**src/rtl/regfile_wb_arbiter.sv**
```systemverilog
// Purpose: two-port writeback arbiter sharing the register file's single write port (ALU = port 0, load = port 1).
// Latency: a request sampled in IDLE drives storeNow on the next cycle; at most one write completes every 3 cycles.
// Backpressure: requests are held until ack; writes stall on storeDone and abort after TIMEOUT cycles, setting sticky err.
// Build option: define WB_ARB_FIXED_PRIO_EN so port 1 always wins contention; the default is round robin.
module regfile_wb_arbiter #(
    parameter int TIMEOUT = 15,
    parameter int CNT_W   = 8
) (
    input  logic        clk,
    input  logic        rst,
    input  logic        req0,
    input  logic [3:0]  dest0,
    input  logic [15:0] val0,
    output logic        ack0,
    input  logic        req1,
    input  logic [3:0]  dest1,
    input  logic [15:0] val1,
    output logic        ack1,
    output logic [3:0]  destReg,
    output logic [15:0] destVal,
    output logic        storeNow,
    input  logic        storeDone,
    output logic        busy,
    output logic        lastGrant,
    output logic        err
);

    typedef enum logic [1:0] {
        IDLE  = 2'd0,
        WRITE = 2'd1,
        ACK   = 2'd2
    } state_t;

    state_t           state;
    logic             grant;
    logic [CNT_W-1:0] cnt;
    logic             pickValid;
    logic             pick;

    // Choose the winner among pending requests; only consumed in IDLE.
    always_comb begin
        pickValid = req0 | req1;
        pick      = 1'b0;
        if (req0 && req1) begin
`ifdef WB_ARB_FIXED_PRIO_EN
            pick = 1'b1;
`else
            pick = ~lastGrant;
`endif
        end else if (req1) begin
            pick = 1'b1;
        end
    end

    // Control FSM: every output is a register updated alongside the state.
    always_ff @(posedge clk) begin
        if (rst) begin
            state     <= IDLE;
            grant     <= 1'b0;
            cnt       <= '0;
            storeNow  <= 1'b0;
            destReg   <= '0;
            destVal   <= '0;
            ack0      <= 1'b0;
            ack1      <= 1'b0;
            busy      <= 1'b0;
            lastGrant <= 1'b1;
            err       <= 1'b0;
        end else begin
            case (state)
                IDLE: begin
                    ack0 <= 1'b0;
                    ack1 <= 1'b0;
                    if (pickValid) begin
                        grant    <= pick;
                        destReg  <= pick ? dest1 : dest0;
                        destVal  <= pick ? val1 : val0;
                        storeNow <= 1'b1;
                        cnt      <= '0;
                        busy     <= 1'b1;
                        state    <= WRITE;
                    end
                end
                WRITE: begin
                    if (storeDone) begin
                        storeNow  <= 1'b0;
                        ack0      <= ~grant;
                        ack1      <= grant;
                        lastGrant <= grant;
                        state     <= ACK;
                    end else if (cnt == CNT_W'(TIMEOUT - 1)) begin
                        // Abort without ack; the held request is retried from IDLE.
                        storeNow <= 1'b0;
                        err      <= 1'b1;
                        busy     <= 1'b0;
                        state    <= IDLE;
                    end else begin
                        cnt <= cnt + CNT_W'(1);
                    end
                end
                ACK: begin
                    // Dead cycle so the requester can drop req before the next arbitration.
                    ack0  <= 1'b0;
                    ack1  <= 1'b0;
                    busy  <= 1'b0;
                    state <= IDLE;
                end
                default: begin
                    storeNow <= 1'b0;
                    ack0     <= 1'b0;
                    ack1     <= 1'b0;
                    busy     <= 1'b0;
                    state    <= IDLE;
                end
            endcase
        end
    end

endmodule

```
**config.mk**
```make
export PLATFORM = sky130hd
export DESIGN_NAME = regfile_wb_arbiter
export DESIGN_NICKNAME = d
export VERILOG_FILES = /design/src/rtl/regfile_wb_arbiter.sv
export SDC_FILE = /design/constraint.sdc
export NUM_CORES = 1
export LEC_CHECK = 0
export BUFFER_PORTS_ARGS = -buffer_cell sky130_fd_sc_hd__buf_2
export CAP_MARGIN = 0
export CORE_MARGIN = 1.5
export CORE_UTILIZATION = 44
export CTS_BUF_LIST = sky130_fd_sc_hd__clkbuf_8
export DETAILED_ROUTE_END_ITERATION = 7
export GPL_ROUTABILITY_DRIVEN = 0
export PLACE_DENSITY = 0.77
export SYNTH_ARGS = -nofsm -noshare
export SYNTH_HDL_FRONTEND = slang
export SYNTH_SLANG_ARGS = --single-unit
```
**constraint.sdc**
```tcl
create_clock -name clk -period 1.5 [get_ports clk]
set_input_delay 0.15 -clock clk [delete_from_list [all_inputs] [get_ports clk]]
set_output_delay 0.15 -clock clk [all_outputs]
set_load 0.1 [all_outputs]
```
==> results of run 1 <==
[metal layers]
layer	up-vias	part of all wire	track usage	routed length (um)
li1	832	-	-	-
met1	725	0.44	0.240	1710
met2	54	0.49	0.317	1930
met3	7	0.061	0.0538	238
met4	0	0.0097	0.0505	38
met5	-	0	0	0
[report_power, final]
| group | internal, uW | switching, uW |
|---|---|---|
| Combinational | 237 | 724 |
| Clock | 357 | 319 |
| Sequential | 1060 | 36.1 |
[kinds of logic (layout without fill, tap and decap cells)]
family                   count (synthesis)  count (layout)  synth area share
multiplexers                            22              22             0.131
buffers and inverters                   18             103            0.0512
AND/OR/NAND/NOR                         55              55             0.157
AO/OA/AOI/OAI                           48              48             0.207
flip-flops                              37              37             0.439
adder cells (fa/ha/maj)                  2               2            0.0148
[repair_timing]
action	4_1_cts	5_1_grt
hold buffers	0	0
pin swaps	1	7
resized for setup	3	11
endpoints found under the setup margin	7	9
buffers inserted	3	1
[registers in the layout, summed over array words and instances, names as in the netlist, 2 cells and up]
signal	cells
state	2
destVal	16
cnt	8
destReg	4
[worst paths after layout]
path,slack (ns),to,cells past startpoint
setup / recovery,0.04,cnt[3]$_SDFFE_PP0P_,7
hold / removal,0.20,destVal[10]$_SDFFE_PP0P_,3
setup reg to reg,0.04,cnt[3]$_SDFFE_PP0P_,7
hold reg to reg,0.46,err$_SDFFE_PP0P_,1
[placed cells by master (no fill, tap or decap), drive strengths merged, types with 2 or more instances in the layout]
cell and instances:
nor2 31, nand2 4, clkbuf 6, nand3 4
ha 2, o21a 2, o21ai 3, and3 3
buf 91, a21oi 8, o211ai 3, a31oi 3
a41oi 2, a211oi 22, inv 6, dfxtp 37
mux2i 22, nor3 4, nor3b 2
[cell type report]
type / instances / area [sq um]
clock buffers: 6 / 82.6
clock inverters: 1 / 3.75
fillers: 328 / 1300
inverters: 5 / 18.8
multi-input cells: 127 / 922
flip-flops and latches: 37 / 743
well taps: 48 / 60.1
repair buffers: 91 / 528
[through the flow]
step,hold slack [ns],power [uW],instance area [sq um]
3_3_place_gp,0.443,2050,2180
3_5_place_dp,0.449,2060,2180
5_1_grt,0.204,2860,2360
6_report,0.200,2740,2360
4_1_cts,0.195,2750,2310
2_1_floorplan,0.384,1860,1690
[worst min-delay path, stage by stage]
cell      delay, ns
buf_2          0.09
mux2i_1        0.11
a211oi_1       0.08
==> results.md, run 1 <==
* Status: completed
* Total leakage power at ~0.0011 uW
* Setup WS pre-CTS at -0.0498 ns
* DR WL/cell at between 10 and 15 um
* Critical Path Max Stage Delay at roughly 0.33 ns
* CP Launch Point: cnt[0]$_SDFFE_PP0P_
* Clk pin slew, worst setup/hold paths at 0.07 ns
* Hold Path Class: input pin to register
* Die width at 64.9 um
* Initial antenna violation count at 0
* Detail Placement HPWL at 2800 um
* Syn Nets at 229
* Setup TNS at 0 ns
* Largest cells by area after synthesis: dfxtp_1 44%, mux2i_1 13%, a211oi_1 9.4%, nor2_1 6.9%, a21oi_1 2.4%
* Commonest cells in the netlist: 37 x dfxtp_1, 31 x nor2_1, 22 x mux2i_1
* Crit-path cells: inv_2, ha_4, and4b_2, a211oi_4, buf_6, a41oi_2, a31oi_1
* Top Ports at 71
* Nets@finish at 314
* Peak Freq at 687 MHz
* Peak VDD IR at 0.565 mV
* Final setup violation count at 0
* Ys async rst share at 0
* P&R area growth vs syn at 39.9%
* Fraction of layout cells with a size suffix above 1 at 0.423
* Final worst slack at 0.0442 ns
* PD cells at 1160 nW/um^2
* Max-slew violations at 0
* TritonCTS sink count at 37
* Yosys Warn Count at 0
* First-pass DRT Iterations at 4
* Die Ht at 64.9 um
* Buf/Inv on CP at 2
* Root buf cell: clkbuf_8
* CP endpoint kind: register
* Slowest-stage cell, CP: dfxtp_2
* H-Tree Depth at 2
* Sequential area share after synthesis at 0.439
* Post-Syn Area at 1690 sq um
* Crit path kind: register to register
* Yosys cell types at 35
* Core area at 3660 sq um
* Relative slew margins at 0.673
* CTS tree: done
* Initial Util at 0.460
* Final wirelength at 3920 um
* Die ar. at approximately 4200 sq um
* Initial DRC count at 89
* Largest net degree at the start of global routing at 33
* PortBufs at 70
* Fin crit period at around 1.5 ns
* CP Data Arrival Time at 1.67 ns
* Post-synth EDFFs at 0
* Flops & latches, synth at 37
* Count leader, synth: dfxtp_1
* Largest fanout on the critical path at 3
* Startpoint Class: register
* DRC viols at 0
* Synth area leader: dfxtp_1
* Worst-Margin Slew at 0.494 ns
* Final hold violation count at 0
* Vias per Instance at 5.14
* Clk_lat worst skew at 0.28 ns
* Gr usage total at 0.190
* Antenna diode count at 0
* Dpl cells at 304
* Vias in the first global route at between 1000 and 1500
* Main synth FF type: dfxtp_1
* Worst min-delay path startpoint: val0[10]
* RR Startpoint: cnt[0]$_SDFFE_PP0P_
* Fin util at 0.644
* Top cell type's share of synthesized area at 0.439
* Final ANT Viol Nets at 0
* First-pass GRT wire length at 6210 um
* Top delay family on crit path: compound AO/OA/AOI/OAI gates
* Skew final at 0.00248 ns
* Clock buffer depth at 2
* Non-filler cells in the finished layout at roughly 320
* Via count at between 1500 and 2000
* Tcrit/Tclk final at 0.971
* Max_cap viols at 0
* Mean area per synthesized cell at 9.26 sq um
* Cells after synthesis at 182
* Cts bufs inserted at 5
* Global route total overflow at 0
* Unrepaired setup endpoints after global routing: yes
* CP required at 1.71 ns
* Row cnt at 22
(Power assumes the default switching activity.)
==> run 2, diff against run 1 <==
--- a/config.mk
+++ b/config.mk
@@ -7,6 +7,7 @@
 export LEC_CHECK = 0
 export BUFFER_PORTS_ARGS = -buffer_cell sky130_fd_sc_hd__buf_2
 export CAP_MARGIN = 0
+export CORE_ASPECT_RATIO = 1.25
 export CORE_MARGIN = 1.5
 export CORE_UTILIZATION = 44
 export CTS_BUF_LIST = sky130_fd_sc_hd__clkbuf_8
==> run 2 against run 1 <==
Net effect:
- count of clock-buffer cells in the layout is the same
- power grew 8.3%
- sequential share of layout area shrank 0.067 points
- register-to-register slack lost 0.03 ns
- die area is essentially flat
- worst setup slack lost 0.028 ns
- first-iteration DRC count shrank 39%
- via count shrank 2.0%
- worst hold slack lost 0.019 ns
- fmax shrank 1.9%
- sequential power is essentially flat
- global-route usage grew 0.31 points
- largest power group unchanged
- highest routed layer unchanged
==> results.md, run 2 (synthesis results as in run 1) <==
* Vias in the first global route at 1470 (was 1410)
* Clk_lat worst skew at 0.29 ns (was 0.28 ns)
* Via count at 1585 (was 1618)
* Top Registers: destVal x16, cnt x8, destReg x4 (unchanged)
* Die width at 58.4 um (was 64.9 um)
* Peak Freq at 674 MHz (was 687 MHz)
* TritonCTS sink count at 37 (unchanged)
* Root buf cell: clkbuf_8 (unchanged)
* Peak VDD IR at 0.878 mV (was 0.565 mV)
* Worst reg-to-reg path cell count at 7 (unchanged)
* Final ANT Viol Nets at 0 (unchanged)
* Reg2Reg Setup Slack at 0.02 ns (was 0.04 ns)
* Hold Path Cell Cnt at 3 (unchanged)
* Commonest non-fill, non-tap cell in the layout: buf_2 (unchanged)
* Worst hold endpoint: destVal[12]$_SDFFE_PP0P_ (was destVal[10]$_SDFFE_PP0P_)
* Post-route cell area at 2360 sq um (about the same)
* Vias per Instance at 5.20 (was 5.14)
* Logic pwr share at 0.321 (was 0.351)
* RR Startpoint: cnt[0]$_SDFFE_PP0P_ (unchanged)
* Max reg flops at 16 (unchanged)
* Post-DP Area at 2180 sq um (about the same)
* NetSw at 1130 uW (was 1080 uW)
* Max-slew violations at 0 (unchanged)
* Max_cap viols at 0 (unchanged)
* Worst min-delay path startpoint: val0[12] (was val0[10])
* Row cnt at 24 (was 22)
* Initial antenna violation count at 0 (unchanged)
* DRC viols at 0 (unchanged)
* Nets@finish at 312 (was 314)
* Final hold violation count at 0 (unchanged)
* CTS tree: done (unchanged)
* Final setup violation count at 0 (unchanged)
* Startpoint Class: register (unchanged)
* Crit path kind: register to register (unchanged)
* Setup WS pre-CTS at -0.0560 ns (was -0.0498 ns)
* PortBufs at 70 (unchanged)
* Top Ports at 71 (unchanged)
* Worst-Margin Slew at 0.496 ns (was 0.494 ns)
* Register name with the most flops: destVal (unchanged)
* Final wirelength at 3840 um (was 3920 um)
* Power share of the clock group at 0.308 (was 0.247)
* Layout filler cell count at 299 (was 328)
* Detail Placement HPWL at 2810 um (was 2800 um)
* Final worst slack at 0.0164 ns (was 0.0442 ns)
* Hold Path Class: input pin to register (unchanged)
* Critical R2R Capture: cnt[6]$_SDFFE_PP0P_ (was cnt[3]$_SDFFE_PP0P_)
* Clock buffer depth at 2 (unchanged)
* Fraction of layout cells with a size suffix above 1 at 0.421 (was 0.423)
* First-pass DRT Iterations at 4 (unchanged)
* Status: completed (unchanged)
* Internal Power at 1830 uW (was 1660 uW)
* DR WL/cell at 12.6 um (was 12.4 um)
* Gr usage total at 0.193 (was 0.190)
* Unrepaired setup endpoints after global routing: yes (unchanged)
* Largest net degree at the start of global routing at 39 (was 33)
* Core area at 3570 sq um (was 3660 sq um)
* CP endpoint kind: register (unchanged)
* Initial Util at 0.472 (was 0.460)
* CP required at 1.72 ns (was 1.71 ns)
* Design Power at 2960 uW (was 2740 uW)
* Cts bufs inserted at 5 (unchanged)
* H-Tree Depth at 2 (unchanged)
* Die ar. at 4210 sq um (about the same)
* Tcrit/Tclk final at 0.989 (was 0.971)
* Hold_buf cts at 0 (unchanged)
* Initial DRC count at 54 (was 89)
* Total leakage power at 0.00107 uW (about the same)
* First-pass GRT wire length at 6290 um (was 6210 um)
* Clk pin slew, worst setup/hold paths at 0.08 ns (was 0.07 ns)
* Die Ht at 72.2 um (was 64.9 um)
* Seq pwr share at 0.371 (was 0.401)
* PD cells at 1250 nW/um^2 (was 1160 nW/um^2)
* Relative slew margins at 0.672 (was 0.673)
* CP Data Arrival Time at 1.71 ns (was 1.67 ns)
* Setup TNS at 0 ns (unchanged)
* Skew final at 0.00682 ns (was 0.00248 ns)
* P&R area growth vs syn at 40.2% (was 39.9%)
* Fin crit period at 1.48 ns (was 1.46 ns)
* Global route total overflow at 0 (unchanged)
* Antenna diode count at 0 (unchanged)
* Commonest non-fill, non-tap cells in the layout: 70 x buf_2, 35 x dfxtp_1, 31 x nor2_1, 22 x mux2i_1, 21 x a211oi_1 (unchanged)
* Largest fanout on the critical path at 4 (was 3)
* Switch share at 0.381 (was 0.395)
## run 2: worst max path at each step
stage,to,cells after the start,from,slack [ns]
floorplan,cnt[3]$_SDFFE_PP0P_,6,cnt[0]$_SDFFE_PP0P_,0.004
global placement,cnt[6]$_SDFFE_PP0P_,6,cnt[0]$_SDFFE_PP0P_,-0.02
detailed placement,cnt[7]$_SDFFE_PP0P_,6,cnt[0]$_SDFFE_PP0P_,-0.06
CTS,cnt[3]$_SDFFE_PP0P_,7,cnt[0]$_SDFFE_PP0P_,0.003
global route,cnt[6]$_SDFFE_PP0P_,7,cnt[0]$_SDFFE_PP0P_,-0.09
finish,cnt[6]$_SDFFE_PP0P_,7,cnt[0]$_SDFFE_PP0P_,0.02
## run 2: power groups by stage
| stage | clock network (uW) | logic [uW] | registers (uW) |
|---|---|---|---|
| finish | 913 | 951 | 1100 |
| global route | 973 | 1000 | 1110 |
| CTS | 929 | 952 | 1100 |
| detailed placement | 0 | 944 | 1120 |
| global placement | 0 | 936 | 1120 |
| floorplan | 0 | 237 | 1630 |
## run 2: area by class of cell
type	instances	area, sq um	area share
timing repair buffer	89	526	0.222
sequential	37	743	0.314
clock inverter	2	37.5	0.0159
clock buffer	6	82.6	0.0349
tap	39	48.8	0.0206
multi-input combinational	127	907	0.384
inverter	5	18.8	0.00794
## run 2: timing repair
action,4_1_cts,5_1_grt
cloned,0,0
setup buffers,2,0
hold endpoints to repair,0,0
gates resized for setup,10,2
setup endpoints to repair,7,8
pin swaps,3,4
## run 2: metal layers
| layer | track usage | routed length (um) | vias to the layer above |
|---|---|---|---|
| met3 | 0.0535 | 151 | 5 |
| met2 | 0.340 | 1990 | 45 |
| li1 | - | - | 829 |
| met5 | 0 | 0 | - |
| met4 | 0.0775 | 52 | 0 |
| met1 | 0.216 | 1650 | 706 |
## run 2: through the flow
step / std cells / hold WS (ns) / utilization
floorplan: 182 / 0.384 / -
global placement: 295 / 0.455 / 0.611
detailed placement: 295 / 0.457 / 0.611
CTS: 305 / 0.182 / 0.659
global route: 305 / 0.193 / 0.661
finish: 305 / 0.181 / 0.661
## run 2: worst max-delay path: stages, from the launching register on
cell and delay [ns]:
dfxtp_2 0.34, inv_2 0.04, ha_2 0.17, and4b_2 0.25, a211oi_4 0.25, buf_6 0.15
a41oi_2 0.07, a31oi_1 0.14
==> run 3, diff against run 2 <==
--- a/config.mk
+++ b/config.mk
@@ -8,7 +8,6 @@
 export BUFFER_PORTS_ARGS = -buffer_cell sky130_fd_sc_hd__buf_2
 export CAP_MARGIN = 0
 export CORE_ASPECT_RATIO = 1.25
-export CORE_MARGIN = 1.5
 export CORE_UTILIZATION = 44
 export CTS_BUF_LIST = sky130_fd_sc_hd__clkbuf_8
 export DETAILED_ROUTE_END_ITERATION = 7
==> constraint.sdc (replaced) <==
create_clock -name clk -period 1.5 [get_ports clk]
set_input_delay 0.375 -clock clk [delete_from_list [all_inputs] [get_ports clk]]
set_output_delay 0.375 -clock clk [all_outputs]
set_load 0.1 [all_outputs]
==> run 3 against run 2 <==
Net effect:
- flip-flop and latch count unchanged
- worst setup slack worse by 0.0052 ns
- largest power group unchanged
- count of clock-buffer cells in the layout unchanged
- sequential share of layout area down 0.25 points
- die area down 3.1%
- critical endpoint unchanged
- sequential power hardly changed
- fmax fell by 0.35%
- global-route usage grew 2.6 points
==> results.md, run 3 (synthesis results as in run 1) <==
* CP Launch Point: cnt[0]$_SDFFE_PP0P_ (unchanged)
* Clk pin slew, worst setup/hold paths at 0.07 ns (was 0.08 ns)
* Global route total overflow at 0 (unchanged)
* Startpoint Class: register (unchanged)
* First-pass DRT Iterations at 4 (unchanged)
* Die width at 57.4 um (was 58.4 um)
* FF/Latch Area at 743 sq um (unchanged)
* Critical Path Max Stage Delay at 0.34 ns (about the same)
* Post-route cell area at 2380 sq um (was 2360 sq um)
* Top Registers: destVal x16, cnt x8, destReg x4 (unchanged)
* Switch share at 0.400 (was 0.381)
* Antenna diode count at 0 (unchanged)
* Final setup violation count at 0 (unchanged)
* Nets@finish at 317 (was 312)
* Clock buffer depth at 2 (unchanged)
* Core area at 3570 sq um (unchanged)
* Internal Power at 1660 uW (was 1830 uW)
* Unrepaired setup endpoints after global routing: yes (unchanged)
* Final ANT Viol Nets at 0 (unchanged)
* Largest net degree at the start of global routing at 35 (was 39)
* Design Power at 2770 uW (was 2960 uW)
* Area of the multi-input gates at 918 sq um (was 907 sq um)
* Max-slew violations at 0 (unchanged)
* Via count at 1662 (was 1585)
* PD cells at 1160 nW/um^2 (was 1250 nW/um^2)
* Layout filler cell count at 310 (was 299)
* Largest fanout on the critical path at 4 (unchanged)
* Die ar. at 4080 sq um (was 4210 sq um)
* Top delay family on crit path: compound AO/OA/AOI/OAI gates (unchanged)
* DRC viols at 0 (unchanged)
* Initial DRC count at 31 (was 54)
* Gr usage total at 0.219 (was 0.193)
* Worst setup path end: cnt[6]$_SDFFE_PP0P_ (unchanged)
* Commonest non-fill, non-tap cell in the layout: buf_2 (unchanged)
* Max reg flops at 16 (unchanged)
* CP endpoint kind: register (unchanged)
* Skew final at 0.00339 ns (was 0.00682 ns)
* Detail Placement HPWL at 3050 um (was 2810 um)
* CTS tree: done (unchanged)
* Clk_lat worst skew at 0.29 ns (about the same)
* H-Tree Depth at 2 (unchanged)
* P&R area growth vs syn at 41.4% (was 40.2%)
* Fin crit period at 1.49 ns (was 1.48 ns)
* Relative slew margins at 0.673 (was 0.672)
* Seq pwr share at 0.397 (was 0.371)
* First-pass GRT wire length at 6880 um (was 6290 um)
* Tcrit/Tclk final at 0.993 (was 0.989)
* Final wirelength at 4110 um (was 3840 um)
* RR Startpoint: cnt[0]$_SDFFE_PP0P_ (unchanged)
* Vias in the first global route at 1595 (was 1470)
* Status: completed (unchanged)
* Hold_buf cts at 0 (unchanged)
* Crit. path cell count at 7 (unchanged)
* Worst reg-to-reg path cell count at 7 (unchanged)
* Fraction of layout cells with a size suffix above 1 at 0.430 (was 0.421)
* CP required at 1.73 ns (was 1.72 ns)
* Reg2Reg Setup Slack at 0.01 ns (was 0.02 ns)
* Crit-path cells: inv_2, ha_4, and4b_2, a211oi_4, buf_6, a41oi_2, a31oi_1 (was inv_2, ha_2, and4b_2, a211oi_4, buf_6, a41oi_2, a31oi_1)
* Post-DP Area at 2220 sq um (was 2180 sq um)
* Commonest non-fill, non-tap cells in the layout: 70 x buf_2, 35 x dfxtp_1, 31 x nor2_1, 22 x mux2i_1, 21 x a211oi_1 (unchanged)
* Logic pwr share at 0.350 (was 0.321)
* Slowest-stage cell, CP: dfxtp_2 (unchanged)
* Buf/Inv on CP at 2 (unchanged)
* Initial antenna violation count at 0 (unchanged)
* Peak VDD IR at 0.988 mV (was 0.878 mV)
* Die Ht at 71.2 um (was 72.2 um)
* Top Ports at 71 (unchanged)
* TritonCTS sink count at 37 (unchanged)
* Critical R2R Capture: cnt[6]$_SDFFE_PP0P_ (unchanged)
* Final hold violation count at 0 (unchanged)
* Max_cap viols at 0 (unchanged)
* Cts bufs inserted at 5 (unchanged)
* DR WL/cell at 13.3 um (was 12.6 um)
* Total leakage power at 0.00109 uW (was 0.00107 uW)
* PortBufs at 70 (unchanged)
* Hold Path Class: input pin to register (unchanged)
* Root buf cell: clkbuf_8 (unchanged)
* Power share of the clock group at 0.253 (was 0.308)
* Row cnt at 24 (unchanged)
* NetSw at 1110 uW (was 1130 uW)
* Worst-Margin Slew at 0.494 ns (was 0.496 ns)
* CP Data Arrival Time at 1.72 ns (was 1.71 ns)
* Peak Freq at 672 MHz (was 674 MHz)
* Setup TNS at 0 ns (unchanged)
* Register name with the most flops: destVal (unchanged)
* Initial Util at 0.472 (unchanged)
* Vias per Instance at 5.38 (was 5.20)
* Crit path kind: register to register (unchanged)
## run 3: power groups by stage
stage          Clock (uW)  Combinational, uW  Sequential [uW]
2_1_floorplan           0                239             1630
3_3_place_gp            0                947             1120
3_5_place_dp            0                958             1120
4_1_cts               710                967             1100
5_1_grt               746               1020             1110
6_report              702                969             1100
## run 3: worst min-delay path by stage
stage | start | to | slack [ns] | cells after the start
global placement | err$_SDFFE_PP0P_ | err$_SDFFE_PP0P_ | 0.45 | 1
global route | storeDone | state[1]$_SDFFE_PP0P_ | 0.38 | 2
detailed placement | err$_SDFFE_PP0P_ | err$_SDFFE_PP0P_ | 0.45 | 1
finish | storeDone | state[1]$_SDFFE_PP0P_ | 0.36 | 2
floorplan | cnt[7]$_SDFFE_PP0P_ | cnt[7]$_SDFFE_PP0P_ | 0.45 | 1
CTS | storeDone | state[1]$_SDFFE_PP0P_ | 0.36 | 2
## run 3: layer usage
| layer | vias up | share of wire | track usage |
|---|---|---|---|
| li1 | 840 | - | - |
| met1 | 763 | 0.40 | 0.231 |
| met2 | 51 | 0.52 | 0.389 |
| met3 | 8 | 0.055 | 0.0750 |
| met4 | 0 | 0.021 | 0.0949 |
| met5 | - | 0 | 0 |
## run 3: timing repair
action,4_1_cts,5_1_grt
gates resized for setup,8,8
cloned,0,0
pin swaps,2,4
buffers inserted,2,0
setup endpoints to repair,8,9
## run 3: layout make-up
| cell class | instances | area share |
|---|---|---|
| flip-flops and latches | 37 | 0.312 |
| clock buffers | 6 | 0.0347 |
| well taps | 39 | 0.0205 |
| multi-input cells | 127 | 0.386 |
| repair buffers | 94 | 0.238 |
| clock inverters | 1 | 0.00158 |
| inverters | 5 | 0.00788 |
## run 3: worst register-to-register path, stage by stage (launching register included)
cell and delay, ns:
dfxtp_2 0.34, inv_2 0.05, ha_4 0.14, and4b_2 0.24
a211oi_4 0.27, buf_6 0.16, a41oi_2 0.10, a31oi_1 0.14
## run 3: through the flow
step / std cells / util / hold slack (ns) / setup WS, ns
2_1_floorplan: 182 / - / 0.449 / -0.0888
3_3_place_gp: 300 / 0.621 / 0.451 / -0.117
3_5_place_dp: 300 / 0.621 / 0.452 / -0.130
4_1_cts: 309 / 0.659 / 0.364 / 0.00171
5_1_grt: 309 / 0.667 / 0.379 / -0.0559
6_report: 309 / 0.667 / 0.360 / 0.0112
